**config.mk**
```make
export PLATFORM = sky130hd
export DESIGN_NAME = ifetch_queue
export DESIGN_NICKNAME = d
export VERILOG_FILES = /design/src/rtl/ifetch_queue.sv
export SDC_FILE = /design/constraint.sdc
export NUM_CORES = 1
export LEC_CHECK = 0
export BUFFER_PORTS_ARGS = -buffer_cell sky130_fd_sc_hd__buf_2
export CAP_MARGIN = 20
export CORE_UTILIZATION = 50
export DETAILED_ROUTE_END_ITERATION = 8
export PLACE_DENSITY = 0.75
export SLEW_MARGIN = 5
export SYNTH_ARGS = -nofsm -noshare
export SYNTH_HDL_FRONTEND = slang
export SYNTH_SLANG_ARGS = --single-unit
```
**constraint.sdc**
```tcl
create_clock -name clk -period 8.5 [get_ports clk]
set_clock_uncertainty 0.2 [all_clocks]
set_input_delay 0 -clock clk [delete_from_list [all_inputs] [get_ports clk]]
set_output_delay 0 -clock clk [all_outputs]
set_load 0.05 [all_outputs]
```
**src/rtl/ifetch_queue.sv**
```systemverilog
// Instruction-fetch stage: owns the PC, fetches from imem and buffers {pc, instr} in a 2-entry FIFO for decode.
// Optional misaligned-redirect trap is enabled by defining IFETCH_ALIGN_CHECK_EN.
`ifndef REG_SIZE
`define REG_SIZE 32
`endif
`ifndef REG_ADDR_SIZE
`define REG_ADDR_SIZE 5
`endif

module ifetch_queue #(
  parameter logic [`REG_SIZE-1:0] RESET_PC = 32'h0000_0000
) (
  input  logic                      clk,
  input  logic                      reset,
  output logic [`REG_SIZE-1:0]      iaddr,
  input  logic [`REG_SIZE-1:0]      idata,
  input  logic                      redir_valid,
  input  logic [`REG_SIZE-1:0]      redir_pc,
  output logic                      out_valid,
  input  logic                      out_ready,
  output logic [`REG_SIZE-1:0]      out_pc,
  output logic [`REG_SIZE-1:0]      out_instr,
  output logic [`REG_ADDR_SIZE-1:0] rs1,
  output logic [`REG_ADDR_SIZE-1:0] rs2,
  output logic [`REG_ADDR_SIZE-1:0] rd,
  output logic                      misalign
);

  localparam int W = `REG_SIZE;

  logic [W-1:0] pc;
  logic [W-1:0] q_pc    [2];
  logic [W-1:0] q_instr [2];
  logic         head;
  logic         tail;
  logic [1:0]   count;
  logic [W-1:0] head_pc,   head_pc_n;
  logic [W-1:0] head_instr, head_instr_n;

  logic         halted;
  logic         redir_take;
  logic [W-1:0] redir_target;
  logic         pop;
  logic         push;
  logic         keeps_entry;

`ifdef IFETCH_ALIGN_CHECK_EN
  logic misalign_q;

  // Once trapped, redirects are ignored until reset.
  assign halted       = misalign_q;
  assign redir_take   = redir_valid && !misalign_q;
  assign redir_target = redir_pc;
  assign misalign     = misalign_q;

  always_ff @(posedge clk or posedge reset) begin
    if (reset)
      misalign_q <= 1'b0;
    else if (redir_take && (redir_pc[1:0] != 2'b00))
      misalign_q <= 1'b1;
  end
`else
  assign halted       = 1'b0;
  assign redir_take   = redir_valid;
  assign redir_target = {redir_pc[W-1:2], 2'b00};
  assign misalign     = 1'b0;
`endif

  assign iaddr     = pc;
  assign out_valid = (count != 2'd0);
  assign out_pc    = head_pc;
  assign out_instr = head_instr;
  assign rs1       = head_instr[19:15];
  assign rs2       = head_instr[24:20];
  assign rd        = head_instr[11:7];

  assign pop         = out_valid && out_ready;
  assign push        = !redir_take && !halted && ((count != 2'd2) || pop);
  assign keeps_entry = (count == 2'd2) || ((count == 2'd1) && !pop);

  // The head is held in registers so an emptied queue keeps presenting its last entry.
  always_comb begin
    // NOTE: defaults first so every path assigns the outputs and no latch is inferred.
    head_pc_n    = head_pc;
    head_instr_n = head_instr;
    if (!redir_take) begin
      if (keeps_entry) begin
        head_pc_n    = q_pc[head ^ pop];
        head_instr_n = q_instr[head ^ pop];
      end else if (push) begin
        head_pc_n    = pc;
        head_instr_n = idata;
      end
    end
  end

  always_ff @(posedge clk or posedge reset) begin
    if (reset) begin
      pc         <= RESET_PC;
      head       <= 1'b0;
      tail       <= 1'b0;
      count      <= 2'd0;
      head_pc    <= '0;
      head_instr <= '0;
      // NOTE: the two storage entries are cleared on reset; the head must read as zero afterwards.
      for (int i = 0; i < 2; i++) begin
        q_pc[i]    <= '0;
        q_instr[i] <= '0;
      end
    end else begin
      // NOTE: all state uses non-blocking assignments so every read sees pre-edge values.
      head_pc    <= head_pc_n;
      head_instr <= head_instr_n;
      if (redir_take) begin
        count <= 2'd0;
        head  <= 1'b0;
        tail  <= 1'b0;
        pc    <= redir_target;
      end else begin
        if (push) begin
          q_pc[tail]    <= pc;
          q_instr[tail] <= idata;
          tail          <= ~tail;
          pc            <= pc + 32'd4;
        end
        if (pop)
          head <= ~head;
        count <= count + {1'b0, push} - {1'b0, pop};
      end
    end
  end

endmodule

```
# --- Word-level counts from Yosys, hierarchy flattened ---
# Cells that the tools add are included.
op_classes:
  add_sub_neg: 3
  multipliers: 0
  n_div: 0
  magnitude_cmp: 3
  n_eq_ne: 3
  shift: 0
  mux: 21
  bitwise_logic: 6
  reduce_logical: 14
ops:
  columns: ["operator", "n"]
  rows:
  - ["2-to-1 mux 32 bit", 13]
  - ["bitwise mux 64 bit", 2]
  - ["adder 32 x 3 -> 32 bit, second input constant", 1]
  - ["demux 32 bit (select 1 bit)", 1]
  - ["nonzero test 2 bit", 4]
  - ["greater-or-equal comparator 2 bit, second input constant", 2]
  - ["logical AND 1 bit", 4]
  - ["2-to-1 mux 1 bit", 4]
  - ["NOT 1 -> 2 bit", 2]
  - ["AND reduction 2 bit", 2]
  - ["NOT 1 bit", 3]
  - ["adder 2 x 1 -> 2 bit", 1]
  - ["equality test 2 x 1 -> 1 bit, second input constant", 1]
  - ["equality test 2 bit, second input constant", 1]
  - ["zero test 1 bit", 2]
  - ["logical OR 1 bit", 2]
  - ["less-than comparator 2 x 1 -> 1 bit, second input constant", 1]
  - ["2-to-1 mux 2 bit", 1]
  - ["inequality test 2 bit, second input constant", 1]
  - ["subtractor 2 x 1 -> 2 bit", 1]
  - ["bitwise XOR 1 bit", 1]
word_totals:
  reg_bits: 228
  latchBits: 0
  ram_bits: 0
  mem_bits_ro: 0
  output_inout_bits: 113
  mem_count: 0

# --- Longest topological paths before layout ---
# Gate-level depths: netlist (run 1).
logic_depth:
  depth_word: 8
  depth_mapped: 8
  ltp_nobuf: 7

# --- Worst setup path after synthesis (run 1) ---
# Ideal clock, no wire load.
synth_path:
  path_kind: "reg-to-reg"
  from: "reg pc[7] (netlist: iaddr[7])"
  to: "reg pc[24] (netlist: iaddr[24])"
  arrival_ps: 2319
  t_required_ps: 8218
  setup_slack_ps: 5899
  stages_incl_launch_ff: 7
  period_less_slack_ps: 2601
  cell_sequence: "dfrtp_1 buf_2 nand4_1 or4_4 buf_6 or4_1 a31oi_1"
synth_via:
  elab_chain_len: 3
synth_lines:
  columns: ["item", "line_no", "source"]
  rows:
  - ["start: declaration", "31", "logic [W-1:0] pc;"]
  - ["start signal: assignment", "118", "pc <= redir_target;"]
  - ["start signal: assignment", "124", "pc <= pc + 32'd4;"]
  - ["adder 32 x 3 -> 32 bit", "124", null]
  - ["2-to-1 mux 32 bit", "120", "if (push) begin"]
  - ["2-to-1 mux 32 bit", "114", "if (redir_take) begin"]
# Every way passes these cells. The select of a mux whose other input is x is not followed.
# A chain may end at the register's enable or synchronous reset.

# --- Final worst setup path (run 1) ---
layout_path:
  from: "reg count[1]"
  to: "reg head_pc[16] (netlist: out_pc[16])"
layout_via:
  elab_chain_len: 8
  elab_cells_between_ends: 18
  classes_between: "eq/ne: 3; mux: 4; bitwise: 2; reduce/logical: 9"
layout_lines:
  columns: ["item", "line_no", "source"]
  rows:
  - ["start: declaration", "36", "logic [1:0] count;"]
  - ["start signal: assignment", "128", "count <= count + {1'b0, push} - {1'b0, pop};"]
  - ["nonzero test 2 bit", "70", "assign out_valid = (count != 2'd0);"]
  - ["logical AND 1 bit", "77", "assign pop = out_valid && out_ready;"]
  - ["bitwise XOR 1 bit", "88", "head_pc_n = q_pc[head ^ pop];"]
  - ["NOT 1 -> 2 bit (implied by the code)", "88", null]
  - ["2-to-1 mux 32 bit (implied by the code) (3 in series)", "88", null]
  - ["2-to-1 mux 32 bit", "87", "if (keeps_entry) begin"]
  - ["end signal: assignment", "112", "head_pc <= head_pc_n;"]
  - ["end: declaration", "37", "logic [W-1:0] head_pc, head_pc_n;"]
# Parallel ways exist; a longest one is shown, timed or not. The select of a mux whose other input is x is not followed.

==> qor.csv, run 1 <==
stage,metric,value,unit
clock_network,ctsResizeCount,0,
global_routing,overflow,0,
final_layout,nets,1160,
place,gp_congestion,0.758,
power,p_total,4.70,mW
clock_network,postCtsHoldBufs,90,
synth,synth_common_cells,"220 x dfrtp_1, 147 x nand2_1, 124 x mux2_2",
place,dp_hpwl,14200,microns
final_layout,fillers,1462,
routing,avgRoutedWirePerCell,18.4,microns
routing,drc,0,
setup_path,arrival,3.24,ns
sta,fin_crit,3.04,ns
clock_network,cts_setup_buffers,0,
status,status,"finished, final reports clean",
sta,tns,0,ns
global_routing,grt_usage,25.6,%
floorplan,ios,181,
synth,yosysSeqAreaShare,56.3,%
place,port_buffers,173,
final_layout,final_cells,1367,
sta,min_period_over_period,35.8,%
power,total_leakage_power,5.29,nW
setup_path,cp_max_fo,49,
sta,final_max_slew_viol_count,0,
flow_run,cap_violations,0,
routing,via_per_inst,5.77,
sta,rsz0062_at_grt,no,
synth,synth_area,0.00977,sq mm
power,power_switching,1.98,mW
power,combPwrFrac,40.4,%
global_routing,grt_pass1_wl,40900,microns
global_routing,grt_start_max_net_pins,145,
synth,yosysUniqueCellTypes,41,
clock_network,clk_latency,0.50,ns
floorplan,die_h,142,microns
final_layout,drive_gt1_share,32.8,%
routing,ant_nets,0,
synth,synthArstFlopShare,100,%
power,power_density,379,mW/mm^2
clock_network,cts-root-buf,clkbuf_16,
sta,finalSetupViolCount,0,
synth,yosys.area.top_type,dfrtp_1,
power,p_sw_share,42.1,%
min_path,min_path_type,in2async,
final_layout,syn_to_final_growth,27.0,%
clock_network,clock_sinks,220,
floorplan,coreArea,0.0190,sq mm
routing,dr.pass1.iters,5,
sta,worst_hold_slack,0.0377,ns
clock_network,cts_buffers,24,
clock_network,clockBufferDepth,3,
routing,drt-total-wl,25200,microns
power,vdd_ir_drop_max,0.228,mV
synth,ys.flop_type,dfrtp_1,
routing,drtIter0Drc,436,
routing,num_vias,7887,
floorplan,die_x,142,microns
setup_path,path_cells,o21ai_0 > xor2_4 > buf_4 > nand2_1 > a31oi_1,
power,p_seq_share,36.8,%
power,power.share.clock,22.8,%
sta,hold_viol_final,0,
synth,synth_top_cell_area_share,56.3,%
synth,synth-seq-cells,220,
setup_path,critPathKind,reg2reg,
synth,yosys_warnings,0,
setup_path,cp_data_required_time,8.70,ns
setup_path,slowest_stage,o21ai_0,
clock_network,clk_pin_slew,0.06,ns
synth,synth_edf_count,0,
synth,avgSynthCellArea,11.2,sq um
place,placed_cells,1232,
clock_network,htreeDepth,1,
sta,worstMarginPinSlew,1.05,ns
floorplan,core.rowCount,50,
synth,yosysMostFrequentCell,dfrtp_1,
power,intPower,2.72,mW
global_routing,first_global_vias,7922,
sta,slew_headroom,30.3,%
synth,netlist_instances,875,
setup_path,cp-start-kind,flip-flop,
setup_path,critPathMaxStageDelay,0.72,ns
sta,clock.fmax,0.329,GHz
clock_network,tritoncts,done,
global_routing,antenna_found_initial,0,
synth,synth_area_leaders,"dfrtp_1 56%, mux2_2 14%, nand2_1 5.6%",
setup_path,setup.worst_path.end_class,flip-flop,
final_layout,antenna_cells,0,
floorplan,die-area,0.0201,sq mm
floorplan,initial_utilization,51.6,%
-- state kept, by name, indices dropped and copies added, names as in the netlist --
| name | cells |
|---|---|
| q_pc | 60 |
| q_instr | 64 |
| tail | 1 |
| head | 1 |
| iaddr | 30 |
| count | 2 |
| out_pc | 30 |
| out_instr | 32 |
-- power groups by stage --
stage | Sequential [mW] | Clock (mW) | Combinational [mW]
after floorplan | 2.18 | 0 | 0.965
after global placement | 1.71 | 0 | 1.82
after detailed placement | 1.73 | 0 | 1.85
after CTS | 1.72 | 1.09 | 1.90
after global routing | 1.78 | 1.13 | 2.03
final | 1.73 | 1.07 | 1.90
-- metal layers --
metal | vias up | routed length (microns) | share of wire (%) | GRT usage, %
li1 | 3585 | - | - | -
met1 | 3951 | 10700 | 43 | 33.9
met2 | 306 | 12400 | 49 | 42.6
met3 | 45 | 1490 | 5.9 | 4.29
met4 | 0 | 592 | 2.4 | 9.00
met5 | - | 0 | 0 | 0
-- area by class of cell --
cell class / instances / area [sq um] / share of cell area, %
multi-input cells: 562 / 3860 / 31.1
inverters: 8 / 38.8 / 0.313
flip-flops and latches: 220 / 5510 / 44.4
repair buffers: 273 / 1840 / 14.8
clock buffers: 34 / 729 / 5.88
well taps: 260 / 325 / 2.62
clock inverters: 10 / 106 / 0.857
-- metrics by stage --
stage	util [%]	cell area [sq um]	worst slack (ns)
2_1_floorplan	-	9790	2.28
5_1_grt	65.4	12400	5.30
6_report	65.4	12400	5.46
4_1_cts	65.4	12400	5.53
3_5_place_dp	56.2	10700	5.55
3_3_place_gp	56.2	10700	5.63
-- final timing paths --
| path | start | endpoint | slack (ns) | cells after the start |
|---|---|---|---|---|
| min in group clk | idata[29] | q_instr[61]$_DFFE_PP0P_ | 0.09 | 3 |
| hold reg to reg | q_instr[41]$_DFFE_PP0P_ | q_instr[41]$_DFFE_PP0P_ | 0.31 | 1 |
| setup reg to reg | count[1]$_DFF_PP0_ | out_pc[16]$_DFFE_PP0P_ | 5.46 | 5 |
| setup / recovery | count[1]$_DFF_PP0_ | out_pc[16]$_DFFE_PP0P_ | 5.46 | 5 |
| hold / removal | reset | q_instr[58]$_DFFE_PP0P_ | 0.04 | 3 |
| max in group asynchronous | reset | q_instr[2]$_DFFE_PP0P_ | 6.54 | 4 |
-- cells in the final DEF, fill, tap and decap left out, drive strengths merged, types with 5 or more instances in the layout --
master,netlist,layout
conb,1,5
o22ai,62,62
xnor2,12,12
dfrtp,220,220
nand4,12,12
dlygate4sd3,0,90
nand2,147,147
or4,20,20
o31ai,13,13
o21ai,14,14
a31oi,78,78
buf,40,182
nand3,12,12
nor2,24,24
inv,7,7
mux2,124,124
clkbuf,49,35
clkinv,1,8
-- critical path, delay by kind of cell, from the launching register on --
family                    cells  cell delay (ns)
AOI/OAI and AO/OA             2             0.99
DFF                           1             0.44
and+or+nand+nor               1             0.17
buffers and inverters         1             0.64
xor gates and xnor gates      1             0.48
-- kinds of logic (layout without fill, tap and decap cells) --
kind of cell / count (synthesis) / after routing / share of synthesized area (%)
xor+xnor: 16 / 16 / 1.43
simple gates: 241 / 241 / 11.5
compound gates: 172 / 172 / 11.1
other cells: 1 / 5 / 0.0384
mux: 125 / 125 / 14.4
buf+inv: 97 / 325 / 4.78
flops: 220 / 220 / 56.3
fa+ha+maj: 3 / 3 / 0.384
Note: power is estimated with default switching activity, not from simulation.
==> inputs of run 2 (changes only) <==
==> constraint.sdc (replaced) <==
create_clock -name clk -period 3 [get_ports clk]
set_clock_uncertainty 0.2 [all_clocks]
set_input_delay 0 -clock clk [delete_from_list [all_inputs] [get_ports clk]]
set_output_delay 0 -clock clk [all_outputs]
set_load 0.05 [all_outputs]
==> qor.csv, run 2 (synthesis results as in run 1) <==
stage,metric,value,unit
sta,worst_hold_slack,0.0387,ns
sta,tns,0,ns
sta,timing.final.ws_setup,0.206,ns
final_layout,antenna_cells,0,
final_layout,largest_register_ffs,64,
sta,slew_headroom,24.8,%
status,status,"finished, final reports clean",
final_layout,largest_register,q_instr,
min_path,min_path_type,in2async,
final_layout,design_area,0.0125,sq mm
sta,finalSetupViolCount,0,
sta,rsz0062_at_grt,no,
floorplan,die_h,142,microns
routing,dr.pass1.iters,5,
final_layout,layout_commonest_cell,dfrtp_1,
sta,min_period_over_period,93.1,%
global_routing,grt_usage,26.3,%
clock_network,htreeDepth,1,
setup_path,setup.worst_path.end_class,flip-flop,
place,place_ws,0.543,ns
clock_network,clock_sinks,220,
floorplan,coreArea,0.0190,sq mm
floorplan,die_x,142,microns
place,dp_hpwl,14400,microns
clock_network,tritoncts,done,
final_layout,nets,1167,
routing,drtIter0Drc,572,
sta,final_max_slew_viol_count,0,
final_layout,final_core_util,66.1,%
place,placed_area,0.0108,sq mm
floorplan,die-area,0.0201,sq mm
power,vdd_ir_drop_max,0.649,mV
routing,ant_nets,0,
setup_path,cp_data_required_time,3.19,ns
power,p_total,13.5,mW
routing,drt-total-wl,25800,microns
clock_network,cts_buffers,24,
final_layout,most-common-layout-cells,"220 x dfrtp_1, 173 x buf_2, 147 x nand2_1",
clock_network,clk_pin_slew,0.06,ns
final_layout,syn_to_final_growth,28.3,%
place,gp_congestion,0.773,
sta,worstMarginPinSlew,1.12,ns
place,port_buffers,173,
global_routing,grt_start_max_net_pins,145,
clock_network,clockBufferDepth,3,
flow_run,cap_violations,0,
sta,fin_crit,2.79,ns
floorplan,core.rowCount,50,
clock_network,clk_latency,0.51,ns
place,placed_cells,1238,
sta,hold_viol_final,0,
setup_path,cp_max_fo,9,
floorplan,ios,181,
setup_path,arrival,2.99,ns
global_routing,first_global_vias,8242,
global_routing,overflow,0,
global_routing,antenna_found_initial,0,
routing,num_vias,7933,
power,power_density,1080,mW/mm^2
sta,clock.fmax,0.358,GHz
final_layout,final_cells,1373,
routing,avgRoutedWirePerCell,18.8,microns
power,total_leakage_power,5.35,nW
final_layout,drive_gt1_share,33.0,%
floorplan,initial_utilization,51.6,%
routing,via_per_inst,5.78,
setup_path,cp-start-kind,flip-flop,
global_routing,grt_pass1_wl,41800,microns
clock_network,cts_setup_buffers,0,
clock_network,cts-root-buf,clkbuf_16,
setup_path,critPathKind,reg2reg,
routing,drc,0,
[run 2: layout make-up]
cell class | count | area, sq um
fillers | 1438 | 6420
flip-flops and latches | 220 | 5510
multi-input cells | 562 | 3860
repair buffers | 280 | 1950
clock buffers | 32 | 702
well taps | 260 | 325
clock inverters | 11 | 161
inverters | 8 | 35.0
[run 2: power breakdown]
part | internal (mW) | switching [mW]
Sequential | 4.14 | 0.751
Combinational | 1.76 | 3.71
Clock | 1.98 | 1.20
Total | 7.89 | 5.66
[run 2: path summary, 6_finish.rpt]
kind	start	endpoint	slack, ns	cells after the start
setup / recovery	count[1]$_DFF_PP0_	iaddr[14]$_DFFE_PP0P_	0.21	5
max in group asynchronous	reset	q_instr[34]$_DFFE_PP0P_	1.80	4
min in group clk	idata[22]	q_instr[22]$_DFFE_PP0P_	0.09	3
hold reg to reg	q_instr[32]$_DFFE_PP0P_	q_instr[32]$_DFFE_PP0P_	0.30	1
hold / removal	reset	out_pc[24]$_DFFE_PP0P_	0.04	4
setup reg to reg	count[1]$_DFF_PP0_	iaddr[14]$_DFFE_PP0P_	0.21	5
[run 2: critical path: stages (launching register included)]
cell	delay, ns
dfrtp_1	0.44
nor3b_1	0.93
or4_1	0.31
xnor2_1	0.15
o21ai_0	0.09
dlygate4sd3_1	0.56
[run 2: layer usage]
| metal | GRT usage (%) | wire, microns | up-vias |
|---|---|---|---|
| met1 | 34.5 | 11000 | 3988 |
| met4 | 9.96 | 801 | 0 |
| met3 | 4.22 | 1450 | 57 |
| met2 | 44.0 | 12500 | 287 |
| met5 | 0 | 0 | - |
| li1 | - | - | 3601 |
[run 2: timing repair]
action                     CTS  global route
hold endpoints to repair   351             0
setup endpoints to repair    0             0
hold buffers                92             0
gates resized for setup      0             0
==> inputs of run 3 (changes only) <==
==> constraint.sdc (replaced) <==
create_clock -name clk -period 3.1 [get_ports clk]
set_clock_uncertainty 0.2 [all_clocks]
set_input_delay 0 -clock clk [delete_from_list [all_inputs] [get_ports clk]]
set_output_delay 0 -clock clk [all_outputs]
set_load 0.05 [all_outputs]
==> qor.csv, run 3 (synthesis results as in run 1) <==
stage,metric,value,unit
status,status,"finished, final reports clean",
setup_path,critPathKind,reg2reg,
global_routing,antenna_found_initial,0,
clock_network,clk_latency,0.52,ns
sta,fin_crit,2.73,ns
global_routing,grt_pass1_wl,40600,microns
routing,drc,0,
final_layout,most-common-layout-cells,"220 x dfrtp_1, 173 x buf_2, 147 x nand2_1",
setup_path,slowest_stage,nor3b_1,
power,total_leakage_power,5.31,nW
final_layout,largest_register_ffs,64,
final_layout,largest_register,q_instr,
sta,timing.final.ws_setup,0.371,ns
power,p_total,12.7,mW
sta,slew_headroom,29.0,%
min_path,min_path_type,in2reg,
global_routing,grt_start_max_net_pins,115,
clock_network,htreeDepth,1,
place,dp_hpwl,14400,microns
setup_path,cp_max_fo,9,
min_path,min_from,redir_pc[16],
sta,final_max_slew_viol_count,0,
final_layout,multi_input_area,0.00386,sq mm
clock_network,cts-root-buf,clkbuf_16,
clock_network,clock_sinks,220,
final_layout,nets,1168,
routing,wl_met1,10600,microns
clock_network,tritoncts,done,
place,placed_cells,1240,
global_routing,first_global_vias,7905,
power,vdd_ir_drop_max,0.702,mV
floorplan,core.rowCount,50,
global_routing,grt_usage,25.5,%
sta,finalSetupViolCount,0,
routing,via_per_inst,5.76,
routing,dr.pass1.iters,5,
routing,num_vias,7924,
final_layout,final_core_util,65.7,%
routing,avgRoutedWirePerCell,18.1,microns
sta,clock.fmax,0.366,GHz
sta,rsz0062_at_grt,no,
flow_run,cap_violations,0,
place,place_ws,0.684,ns
min_path,hold_end,iaddr[16]$_DFFE_PP0P_,
clock_network,clockBufferDepth,3,
floorplan,die_h,142,microns
clock_network,clk_pin_slew,0.06,ns
floorplan,coreArea,0.0190,sq mm
floorplan,initial_utilization,51.6,%
setup_path,cp-start-kind,flip-flop,
setup_path,critPathMaxStageDelay,0.89,ns
setup_path,rrSetupSlack,0.37,ns
setup_path,r2r_cells,5,
floorplan,die_x,142,microns
setup_path,arrival,2.93,ns
final_layout,drive_gt1_share,32.9,%
routing,highest_layer,met4,
floorplan,ios,181,
place,port_buffers,173,
global_routing,overflow,0,
final_layout,fillers,1445,
clock_network,cts_buffers,24,
final_layout,syn_to_final_growth,27.5,%
setup_path,reg2reg_to,iaddr[14]$_DFFE_PP0P_,
routing,drt-total-wl,24900,microns
place,gp_congestion,0.767,
final_layout,layout_commonest_cell,dfrtp_1,
sta,hold_viol_final,0,
min_path,worstHoldPathCells,4,
routing,drtIter0Drc,557,
routing,wl_met2,12000,microns
setup_path,setup.worst_path.end_class,flip-flop,
power,power_density,1020,mW/mm^2
final_layout,antenna_cells,0,
setup_path,cp_data_required_time,3.30,ns
sta,min_period_over_period,88.0,%
routing,met3_length,1570,microns
final_layout,seqCellArea,0.00551,sq mm
floorplan,die-area,0.0201,sq mm
routing,ant_nets,0,
final_layout,final_cells,1375,
sta,tns,0,ns
sta,worstMarginPinSlew,1.06,ns
setup_path,path_cells,nor3b_1 > or4_1 > xnor2_1 > o21ai_0 > dlygate4sd3_1,
setup_path,reg2reg_from,count[0]$_DFF_PP0_,
-- run 3: critical path: cells and delay by family, from the launching register on --
family,cells,cell delay (ns)
AO/OA/AOI/OAI,1,0.09
flip-flops,1,0.43
AND/OR/NAND/NOR,2,1.20
XOR/XNOR,1,0.13
buffers and inverters,1,0.56
-- run 3: stage by stage --
step	area, sq um	hold slack (ns)
2_1_floorplan	9790	-0.0801
3_5_place_dp	10800	-0.0302
3_3_place_gp	10800	-0.0273
6_report	12500	0.0886
4_1_cts	12500	0.0785
5_1_grt	12500	0.0867
-- run 3: power breakdown --
group / switching (mW) / leakage [nW] / internal (mW)
Combinational: 3.55 / 2.40 / 1.70
Sequential: 0.731 / 2.53 / 4.01
Clock: 1.14 / 0.385 / 1.62
Total: 5.43 / 5.31 / 7.32
-- run 3: area by class of cell --
cell class,count,area share [%]
Sequential cell,220,44.2
Clock buffer,36,5.83
Tap cell,260,2.61
Clock inverter,8,0.341
Timing Repair Buffer,281,15.8
Multi-Input combinational cell,562,31.0
Inverter,8,0.281
-- run 3: how the worst max path moves through the flow --
stage	cells past startpoint	from	end	slack, ns
final	5	count[0]$_DFF_PP0_	iaddr[14]$_DFFE_PP0P_	0.37
after global placement	4	iaddr[11]$_DFFE_PP0P_	iaddr[22]$_DFFE_PP0P_	0.71
after CTS	5	count[0]$_DFF_PP0_	iaddr[14]$_DFFE_PP0P_	0.42
after floorplan	1	reset	count[0]$_DFF_PP0_	0.03
after global routing	5	count[0]$_DFF_PP0_	iaddr[14]$_DFFE_PP0P_	0.22
after detailed placement	4	iaddr[4]$_DFFE_PP0P_	iaddr[22]$_DFFE_PP0P_	0.68
-- run 3: layer usage --
layer / up-vias / track usage (%)
met4: 0 / 9.11
met5: - / 0
met3: 58 / 3.78
li1: 3608 / -
met2: 294 / 42.5
met1: 3964 / 34.1
-- run 3: timing repair --
item | CTS | global route
buffers inserted | 0 | 0
endpoints found under the hold margin | 355 | 0
hold buffers | 91 | 0
resized for setup | 0 | 0
